==> src/rtl/arm_v4.sv <==
// Single-cycle ARMv4 integer core: data processing, word LDR/STR, B/BL, all conditional.
// Register file, NZCV flags and PC update together on the rising edge; everything else is combinational.
module arm_v4 (
  input  logic        clk,
  input  logic        reset,
  input  logic [31:0] Instruction,
  input  logic [31:0] ReadData,
  output logic        MemWrite,
  output logic [31:0] PC,
  output logic [31:0] DataAddr,
  output logic [31:0] WriteData
);

  localparam logic [3:0] CMD_AND = 4'b0000;
  localparam logic [3:0] CMD_EOR = 4'b0001;
  localparam logic [3:0] CMD_SUB = 4'b0010;
  localparam logic [3:0] CMD_RSB = 4'b0011;
  localparam logic [3:0] CMD_ADD = 4'b0100;
  localparam logic [3:0] CMD_CMP = 4'b1010;
  localparam logic [3:0] CMD_ORR = 4'b1100;
  localparam logic [3:0] CMD_MOV = 4'b1101;

  // Entry 15 is never written; R15 reads are redirected to PC+8.
  logic [31:0] regs_q [16];
  logic [31:0] pc_q, pc_d;
  logic [3:0]  flags_q, flags_d;
  logic        reg_we;
  logic [3:0]  reg_wa;
  logic [31:0] reg_wd;
  logic        mem_we;

  logic [3:0]  cond, cmd, rn, rd, rm;
  logic [1:0]  op;
  logic        imm_sel, s_bit;
  logic [31:0] pc_plus4, pc_plus8;
  logic [31:0] rn_val, rm_val, rd_val;
  logic        flag_n, flag_z, flag_c, flag_v;
  logic        cond_pass;

  assign cond    = Instruction[31:28];
  assign op      = Instruction[27:26];
  assign imm_sel = Instruction[25];
  assign cmd     = Instruction[24:21];
  assign s_bit   = Instruction[20];
  assign rn      = Instruction[19:16];
  assign rd      = Instruction[15:12];
  assign rm      = Instruction[3:0];

  assign pc_plus4 = pc_q + 32'd4;
  assign pc_plus8 = pc_q + 32'd8;
  assign rn_val   = (rn == 4'hF) ? pc_plus8 : regs_q[rn];
  assign rm_val   = (rm == 4'hF) ? pc_plus8 : regs_q[rm];
  assign rd_val   = (rd == 4'hF) ? pc_plus8 : regs_q[rd];

  assign {flag_n, flag_z, flag_c, flag_v} = flags_q;

  always_comb begin
    cond_pass = 1'b0;
    case (cond)
      4'h0: cond_pass = flag_z;
      4'h1: cond_pass = !flag_z;
      4'h2: cond_pass = flag_c;
      4'h3: cond_pass = !flag_c;
      4'h4: cond_pass = flag_n;
      4'h5: cond_pass = !flag_n;
      4'h6: cond_pass = flag_v;
      4'h7: cond_pass = !flag_v;
      4'h8: cond_pass = flag_c && !flag_z;
      4'h9: cond_pass = !flag_c || flag_z;
      4'hA: cond_pass = (flag_n == flag_v);
      4'hB: cond_pass = (flag_n != flag_v);
      4'hC: cond_pass = !flag_z && (flag_n == flag_v);
      4'hD: cond_pass = flag_z || (flag_n != flag_v);
      4'hE: cond_pass = 1'b1;
      default: cond_pass = 1'b0;
    endcase
  end

  // Operand 2: rotated immediate or immediate-shifted Rm.
  logic [4:0]  shamt, rot;
  logic [31:0] imm_ext, imm_rot, shifted, op2;

  assign shamt   = Instruction[11:7];
  assign rot     = {Instruction[11:8], 1'b0};
  assign imm_ext = {24'd0, Instruction[7:0]};
  assign imm_rot = (imm_ext >> rot) | (imm_ext << (6'd32 - {1'b0, rot}));

  always_comb begin
    shifted = rm_val;
    case (Instruction[6:5])
      2'b00: shifted = rm_val << shamt;
      2'b01: shifted = rm_val >> shamt;
      2'b10: shifted = $signed(rm_val) >>> shamt;
      2'b11: shifted = (rm_val >> shamt) | (rm_val << (6'd32 - {1'b0, shamt}));
      default: shifted = rm_val;
    endcase
  end

  assign op2 = imm_sel ? imm_rot : shifted;

  logic [32:0] sum;
  logic [31:0] alu_res;
  logic        alu_arith, alu_v, dp_cmd_ok;

  always_comb begin
    sum       = 33'd0;
    alu_res   = 32'd0;
    alu_arith = 1'b0;
    alu_v     = 1'b0;
    dp_cmd_ok = 1'b1;
    case (cmd)
      CMD_AND: alu_res = rn_val & op2;
      CMD_EOR: alu_res = rn_val ^ op2;
      CMD_ORR: alu_res = rn_val | op2;
      CMD_MOV: alu_res = op2;
      CMD_SUB, CMD_CMP: begin
        sum       = {1'b0, rn_val} + {1'b0, ~op2} + 33'd1;
        alu_res   = sum[31:0];
        alu_arith = 1'b1;
        alu_v     = (rn_val[31] ^ op2[31]) & (alu_res[31] ^ rn_val[31]);
      end
      CMD_RSB: begin
        sum       = {1'b0, op2} + {1'b0, ~rn_val} + 33'd1;
        alu_res   = sum[31:0];
        alu_arith = 1'b1;
        alu_v     = (rn_val[31] ^ op2[31]) & (alu_res[31] ^ op2[31]);
      end
      CMD_ADD: begin
        sum       = {1'b0, rn_val} + {1'b0, op2};
        alu_res   = sum[31:0];
        alu_arith = 1'b1;
        alu_v     = ~(rn_val[31] ^ op2[31]) & (alu_res[31] ^ rn_val[31]);
      end
      default: dp_cmd_ok = 1'b0;
    endcase
  end

  logic        dp_ok, mem_ok;
  logic [31:0] mem_addr, br_target;

  assign dp_ok     = dp_cmd_ok && (imm_sel || !Instruction[4]);
  // Only pre-indexed, no-writeback, word, immediate-offset transfers are supported.
  assign mem_ok    = !imm_sel && Instruction[24] && !Instruction[22] && !Instruction[21];
  assign mem_addr  = Instruction[23] ? rn_val + {20'd0, Instruction[11:0]}
                                     : rn_val - {20'd0, Instruction[11:0]};
  assign br_target = pc_plus8 + {{6{Instruction[23]}}, Instruction[23:0], 2'b00};

  always_comb begin
    reg_we  = 1'b0;
    reg_wa  = rd;
    reg_wd  = alu_res;
    flags_d = flags_q;
    pc_d    = pc_plus4;
    mem_we  = 1'b0;
    if (cond_pass) begin
      case (op)
        2'b00: if (dp_ok) begin
          if (cmd != CMD_CMP) begin
            if (rd == 4'hF) pc_d = alu_res;
            else            reg_we = 1'b1;
          end
          if (s_bit || cmd == CMD_CMP)
            flags_d = {alu_res[31], alu_res == 32'd0,
                       alu_arith ? sum[32] : flag_c,
                       alu_arith ? alu_v   : flag_v};
        end
        2'b01: if (mem_ok) begin
          if (s_bit) begin
            reg_wd = ReadData;
            if (rd == 4'hF) pc_d = ReadData;
            else            reg_we = 1'b1;
          end else begin
            mem_we = 1'b1;
          end
        end
        2'b10: begin
          pc_d = br_target;
          if (Instruction[24]) begin
            reg_we = 1'b1;
            reg_wa = 4'd14;
            reg_wd = pc_plus4;
          end
        end
        default: ;
      endcase
    end
  end

  always_ff @(posedge clk or negedge reset) begin
    if (!reset) begin
      pc_q    <= 32'd0;
      flags_q <= 4'd0;
      for (int i = 0; i < 16; i++) regs_q[i] <= 32'd0;
    end else begin
      pc_q    <= pc_d;
      flags_q <= flags_d;
      if (reg_we) regs_q[reg_wa] <= reg_wd;
    end
  end

  assign PC        = pc_q;
  assign DataAddr  = (op == 2'b01) ? mem_addr : alu_res;
  assign WriteData = rd_val;
  assign MemWrite  = mem_we && reset;

endmodule

==> config.mk <==
export PLATFORM = sky130hd
export DESIGN_NAME = arm_v4
export DESIGN_NICKNAME = d
export VERILOG_FILES = /design/src/rtl/arm_v4.sv
export SDC_FILE = /design/constraint.sdc
export NUM_CORES = 2
export LEC_CHECK = 0
export BUFFER_PORTS_ARGS = -buffer_cell sky130_fd_sc_hd__buf_4
export CAP_MARGIN = 15
export CORE_MARGIN = 2
export CORE_UTILIZATION = 50
export CTS_BUF_LIST = sky130_fd_sc_hd__clkbuf_4
export CTS_CLUSTER_SIZE = 20
export DETAILED_ROUTE_END_ITERATION = 12
export PLACE_DENSITY = 0.66
export SYNTH_ARGS = -nofsm -noshare
export SYNTH_HDL_FRONTEND = slang
export SYNTH_SLANG_ARGS = --single-unit
==> constraint.sdc <==
create_clock -name clk -period 9.8 [get_ports clk]
set_clock_uncertainty 0.2 [all_clocks]
set_input_delay 0.49 -clock clk [delete_from_list [all_inputs] [get_ports clk]]
set_output_delay 0.49 -clock clk [all_outputs]
set_load 0.01 [all_outputs]
# Yosys cells after proc, flatten, opt, wreduce, memory -nomap -nowiden
# Cells that the tools add are included.
[classes]
n_bitwise = 19
n_reduce_logical = 30
n_lt_le_gt_ge = 5
muxes = 53
addsub = 12
n_shift = 6
n_eq_ne = 32
[ops]
columns = ["op", "count"]
rows = [
  ["32-bit 2-to-1 mux", 24],
  ["512-bit bitwise mux", 1],
  ["32-bit binary-select mux with 4-bit select", 3],
  ["32-bit case mux with 7 select lines", 1],
  ["32-bit demux with 4-bit select", 1],
  ["32-bit case mux with 4 select lines", 1],
  ["32-bit by 32-bit adder with 33-bit output", 3],
  ["33-bit case mux with 3 select lines", 1],
  ["32-bit bitwise OR", 3],
  ["32-bit case mux with 3 select lines", 1],
  ["33-bit by 1-bit adder with 33-bit output, second input constant", 2],
  ["32-bit inverter", 2],
  ["32-bit case mux with 2 select lines", 1],
  ["4-bit == test, second input constant", 13],
  ["32-bit by 12-bit adder with 32-bit output", 1],
  ["32-bit by 3-bit adder with 32-bit output, second input constant", 1],
  ["32-bit adder", 1],
  ["32-bit by 4-bit adder with 32-bit output, second input constant", 1],
  ["32-bit AND", 1],
  ["32-bit zero test", 1],
  ["32-bit by 5-bit << shifter with 32-bit output", 1],
  ["32-bit by 6-bit << shifter with 32-bit output", 1],
  ["8-bit by 6-bit << shifter with 32-bit output", 1],
  ["32-bit by 5-bit >> shifter with 32-bit output", 1],
  ["other kinds (33)", 90],
]
[word_totals]
reg_bits = 548
out_inout_bits = 97
inputBits = 66
wordCells = 176

# Longest topological paths before layout
[logic_depth]
word_depth = 18
ltp_mapped = 36
depth_no_buf = 29

# Worst setup path before layout
# Ideal clock, no wire load.
[synth_timing]
kind = "input to register"
start = "input Instruction[7]"
end = "register flags_q[2]"
path_stages = 32
required_time_ns = 9.504
arrival_ns = 8.398
slack_ns = 1.106
setup_time_ns = 0.096
path_buffers = 8
cell_sequence = "buf_2 -> inv_1 -> buf_2 -> buf_2 -> buf_1 -> buf_2 -> buf_1 -> ha_1 -> clkbuf_1 -> xor2_1 -> clkbuf_1 -> nand2_1 -> o21ai_0 -> a31oi_1 -> o31ai_1 -> a221oi_1 -> a211oi_1 -> fa_1 -> nor2b_1 -> o311ai_0 -> a211oi_1 -> o211ai_1 -> a211o_1 -> a211oi_1 -> o2111ai_1 -> a311oi_1 -> o21ai_0 -> a221o_1 -> or4_1 -> nor4_2 -> nand4b_1 -> o32ai_2"
[synth_between]
elab_chain_cells = 10
elab_cells_between_ends = 22
classes_between = "6 x add/sub; 6 x shift; 3 x mux; 6 x bitwise; 1 x reduce/logical"
[synth_lines]
columns = ["item", "line", "source"]
rows = [
  ["from (decl)", "6", "input logic [31:0] Instruction,"],
  ["6-bit by 5-bit subtractor with 6-bit output", "94", "2'b11: shifted = (rm_val >> shamt) | (rm_val << (6'd32 - {1'b0, shamt}));"],
  ["32-bit by 6-bit << shifter with 32-bit output", "94", ""],
  ["32-bit bitwise OR", "94", ""],
  ["32-bit case mux with 4 select lines", "90", "case (Instruction[6:5])"],
  ["32-bit 2-to-1 mux (*)", "99", "assign op2 = imm_sel ? imm_rot : shifted;"],
  ["32-bit inverter", "117", "sum = {1'b0, rn_val} + {1'b0, ~op2} + 33'd1;"],
  ["32-bit by 32-bit adder with 33-bit output", "117", ""],
  ["33-bit by 1-bit adder with 33-bit output", "117", ""],
  ["32-bit case mux with 7 select lines (*)", "111", "case (cmd)"],
  ["32-bit zero test (*)", "163", "flags_d = {alu_res[31], alu_res == 32'd0,"],
  ["to (signal assigned)", "196", "flags_q <= flags_d;"],
  ["to (decl)", "26", "logic [3:0] flags_q, flags_d;"],
]
# Every way passes the cells marked *; elsewhere a longest branch is shown, timed or not.
# A chain may end at the register's enable or synchronous reset.

# Worst setup path after layout
[layout_timing]
start = "register pc_q[10] (netlist: PC[10])"
end = "output DataAddr[16]"
[layout_between]
elab_chain_cells = 11
elab_cells_between_ends = 25
classes_between = "8 x add/sub; 4 x shift; 7 x mux; 6 x bitwise"
[layout_lines]
columns = ["item", "line", "source"]
rows = [
  ["from (decl)", "25", "logic [31:0] pc_q, pc_d;"],
  ["from (signal assigned)", "195", "pc_q <= pc_d;"],
  ["32-bit by 4-bit adder with 32-bit output (*)", "50", "assign pc_plus8 = pc_q + 32'd8;"],
  ["32-bit 2-to-1 mux", "52", "assign rm_val = (rm == 4'hF) ? pc_plus8 : regs_q[rm];"],
  ["32-bit by 6-bit << shifter with 32-bit output / 32-bit by 5-bit >> shifter with 32-bit output (equally long branches)", "94, 92", ""],
  ["32-bit bitwise OR", "94", ""],
  ["32-bit case mux with 4 select lines", "90", ""],
  ["32-bit 2-to-1 mux", "99", ""],
  ["32-bit inverter", "117", ""],
  ["32-bit by 32-bit adder with 33-bit output", "117", ""],
  ["33-bit by 1-bit adder with 33-bit output", "117", ""],
  ["32-bit case mux with 7 select lines", "111", ""],
  ["32-bit 2-to-1 mux (*)", "202", "assign DataAddr = (op == 2'b01) ? mem_addr : alu_res;"],
  ["to (decl)", "10", "output logic [31:0] DataAddr,"],
]
# Marked as above.

==> flow_summary_export.csv <==
group,metric,value,unit
synth,synth_edf_count,0,
synth,synth-main-ff-cell,"dfrtp_1",
global_route,overflow,0,
place,dp_hpwl,201000,um
global_route,grt_max_degree,139,
layout,final_cell_mix,"nand2_1, buf_4, nor2_1, a21oi_1, dfrtp_1",
critical_path,worst-path-stages,28,
critical_path,crit_end,"DataAddr[16]",
power,p_leak,25.6,nW
place,place.gp.congestion,1.17,
drt,wire_per_inst,34.2,um
global_route,antenna_found_initial,22,
power,power_density,186,nW/um2
synth,synth.net_count,6388,
global_route,grt_pass1_vias,53400,
clocking,clk_pin_slew,0.06,ns
floorplan,die_h,331,um
critical_path,cp-startpoint,"PC[10]$_DFF_PN0_",
layout,layout_commonest_cell,"nand2_1",
sta,tns,0,ns
layout,final_core_util,0.576,
power,peakVddDrop,0.147,mV
sta,rsz0062_at_grt,"true",
critical_path,required,9.11,ns
layout,syn_to_final_growth,13.8,%
sta,final_hold_viol_count,0,
floorplan,initial_utilization,0.506,
floorplan,core_area,106000,um2
sta,layout_min_cycle_time,9.65,ns
clocking,clock-root-buffer,"clkbuf_4",
floorplan,die_w,331,um
layout,fill_cells,9634,
critical_path,path_buf_inv,6,
clocking,htree_levels,4,
floorplan,num_rows,119,
drt,drt-total-wl,272000,um
drt,drtIter0Drc,8992,
critical_path,arrival,8.96,ns
synth,seq_area_frac_synth,0.257,
layout,nets,6720,
critical_path,setup.worst_path.start_class,"flip-flop",
drt,vias,57500,
clocking,clk_latency,1.06,ns
sta,final-setup-viol-count,0,
synth,async_flop_share,1.00,
drt,drc,0,
critical_path,r2r-start,"PC[10]$_DFF_PN0_",
clocking,cts_tree,"done",
clocking,cts.sinks,548,
global_route,grt_pass1_wl,385000,um
place,io_buffers,162,
drt,postRouteAntennaNets,0,
critical_path,cpPeakStageDelay,0.58,ns
layout,drive_above_1_share,0.235,
critical_path,crit_path_top_delay_cell,"or4_1",
synth,ys_warn_count,0,
sta,slew_violations,0,
clocking,numCtsBuffers,145,
drt,first_pass_iters,10,
synth,yosys.cell_types.count,116,
synth,synthCells,6116,
sta,slew_headroom,0.0808,
drt,post_drt_via_cell_ratio,7.24,
critical_path,worstPathMaxFanout,11,
critical_path,worst-r2r-cell-count,35,
sta,holdWs,0.0901,ns
critical_path,cp_common_cell,"buf_4",
synth,synth-seq-cells,548,
global_route,gr-usage-all-layers,0.488,
sta,fmax,104,MHz
floorplan,die-area,110000,um2
critical_path,rrSetupSlack,0.21,ns
synth,avgSynthCellArea,8.74,um2
clocking,cts_max_path_buffers,3,
floorplan,io_pins,163,
critical_path,cpLargestDelayFamily,"compound AO/OA/AOI/OAI gates",
sta,worstMarginPinSlew,1.36,ns
sta,fin_crit_sh,0.985,
power,finalPower,11.3,mW
min_path,hp-class,"in -> reg",
synth,synth_area,53500,um2
flow_run,cap_violations,0,
critical_path,r2r-end,"flags_q[0]$_DFFE_PN0P_",
critical_path,criticalPathCategory,"reg -> out",
critical_path,endpoint_kind,"output port",
outcome,status,"complete, no violations",
[synth_stat cells (54+ instances only)]
| master | n | share of area |
|---|---|---|
| nand2_1 | 707 | 0.050 |
| nor2_1 | 611 | 0.043 |
| a21oi_1 | 562 | 0.053 |
| dfrtp_1 | 548 | 0.26 |
| o21ai_0 | 530 | 0.050 |
| mux4_2 | 437 | 0.18 |
| clkbuf_1 | 411 | 0.029 |
| ha_1 | 201 | 0.047 |
| inv_1 | 156 | 0.011 |
| mux2i_1 | 128 | 0.024 |
| nand3_1 | 107 | 0.010 |
| nor3_1 | 103 | 0.0096 |
| xnor2_1 | 95 | 0.016 |
| o22ai_1 | 86 | 0.010 |
| a211oi_1 | 66 | 0.0093 |
| a31oi_1 | 66 | 0.0077 |
| o211ai_1 | 61 | 0.0086 |
| a221oi_1 | 58 | 0.0095 |
| a21o_1 | 57 | 0.0080 |
| buf_1 | 55 | 0.0039 |
| a22oi_1 | 54 | 0.0076 |
| mux2_2 | 54 | 0.011 |
[area by class of cell]
type,count,area (um2),area share
inverter,168,631,0.0104
sequential,548,13700,0.226
antenna,8,20.0,0.000329
clock inverter,46,273,0.00448
clock buffer,196,1470,0.0242
tap,1391,1740,0.0286
timing repair buffer,729,5810,0.0955
multi-input combinational,4856,37200,0.611
[tightest hold or removal path, delay by kind of cell]
family / cells / cell delay [ns]
fa+ha+maj: 1 / 0.35
buf+inv: 2 / 0.22
compound gates: 1 / 0.22
[state kept, by name (all words and copies together) (netlist names)]
| signal | count |
|---|---|
| regs_q | 512 |
| PC | 32 |
| flags_q | 4 |
[worst min path at each step]
stage	to	slack (ns)	cells after the start	start
finish	PC[6]$_DFF_PN0_	0.09	4	Instruction[27]
floorplan	PC[0]$_DFFE_PN0P_	-0.006	0	reset
CTS	PC[6]$_DFF_PN0_	0.01	4	Instruction[27]
global placement	regs_q[17]$_DFFE_PN0P_	0.19	0	regs_q[17]$_DFFE_PN0P_
global route	PC[6]$_DFF_PN0_	0.04	4	Instruction[27]
detailed placement	regs_q[27]$_DFFE_PN0P_	0.20	0	regs_q[27]$_DFFE_PN0P_
[routing by layer]
metal / vias up / track usage / routed length [um]
met2: 4779 / 0.686 / 111000
li1: 23800 / - / -
met3: 960 / 0.178 / 40800
met4: 20 / 0.290 / 19600
met5: - / 0 / 151
met1: 28000 / 0.644 / 99800
[timing repair]
item | CTS | global route
buffers inserted | 0 | 6
pin swaps | 0 | 7
setup endpoints to repair | 5 | 14
resized for setup | 8 | 34
hold buffers | 44 | 0
endpoints found under the hold margin | 724 | 0
[through the flow]
step                      cells  area (um2)  worst slack, ns
after floorplan            6116       53500             1.11
after global placement     7640       58400            0.265
after detailed placement   7640       58400            0.276
after CTS                  7926       60600           0.0114
after global routing       7936       60800          -0.0885
final                      7942       60900            0.147
[report_power, final]
part,total [mW],internal [mW],switching (mW)
registers,3.02,2.59,0.428
clock network,2.00,0.946,1.06
logic,6.29,2.42,3.86
[cells by family (layout without fill, tap and decap cells)]
family                     Yosys count  count (layout)  synth area share
DFF                                548             548             0.257
adders and majority gates          206             206            0.0489
AOI/OAI and AO/OA                 1993            1993             0.237
xor gates and xnor gates           142             142            0.0233
muxes                              632             632             0.222
and+or+nand+nor                   1883            1883             0.158
buffers and inverters              712            1139            0.0540
other                                0               8                 0
Power figures use the tool's default switching activity.
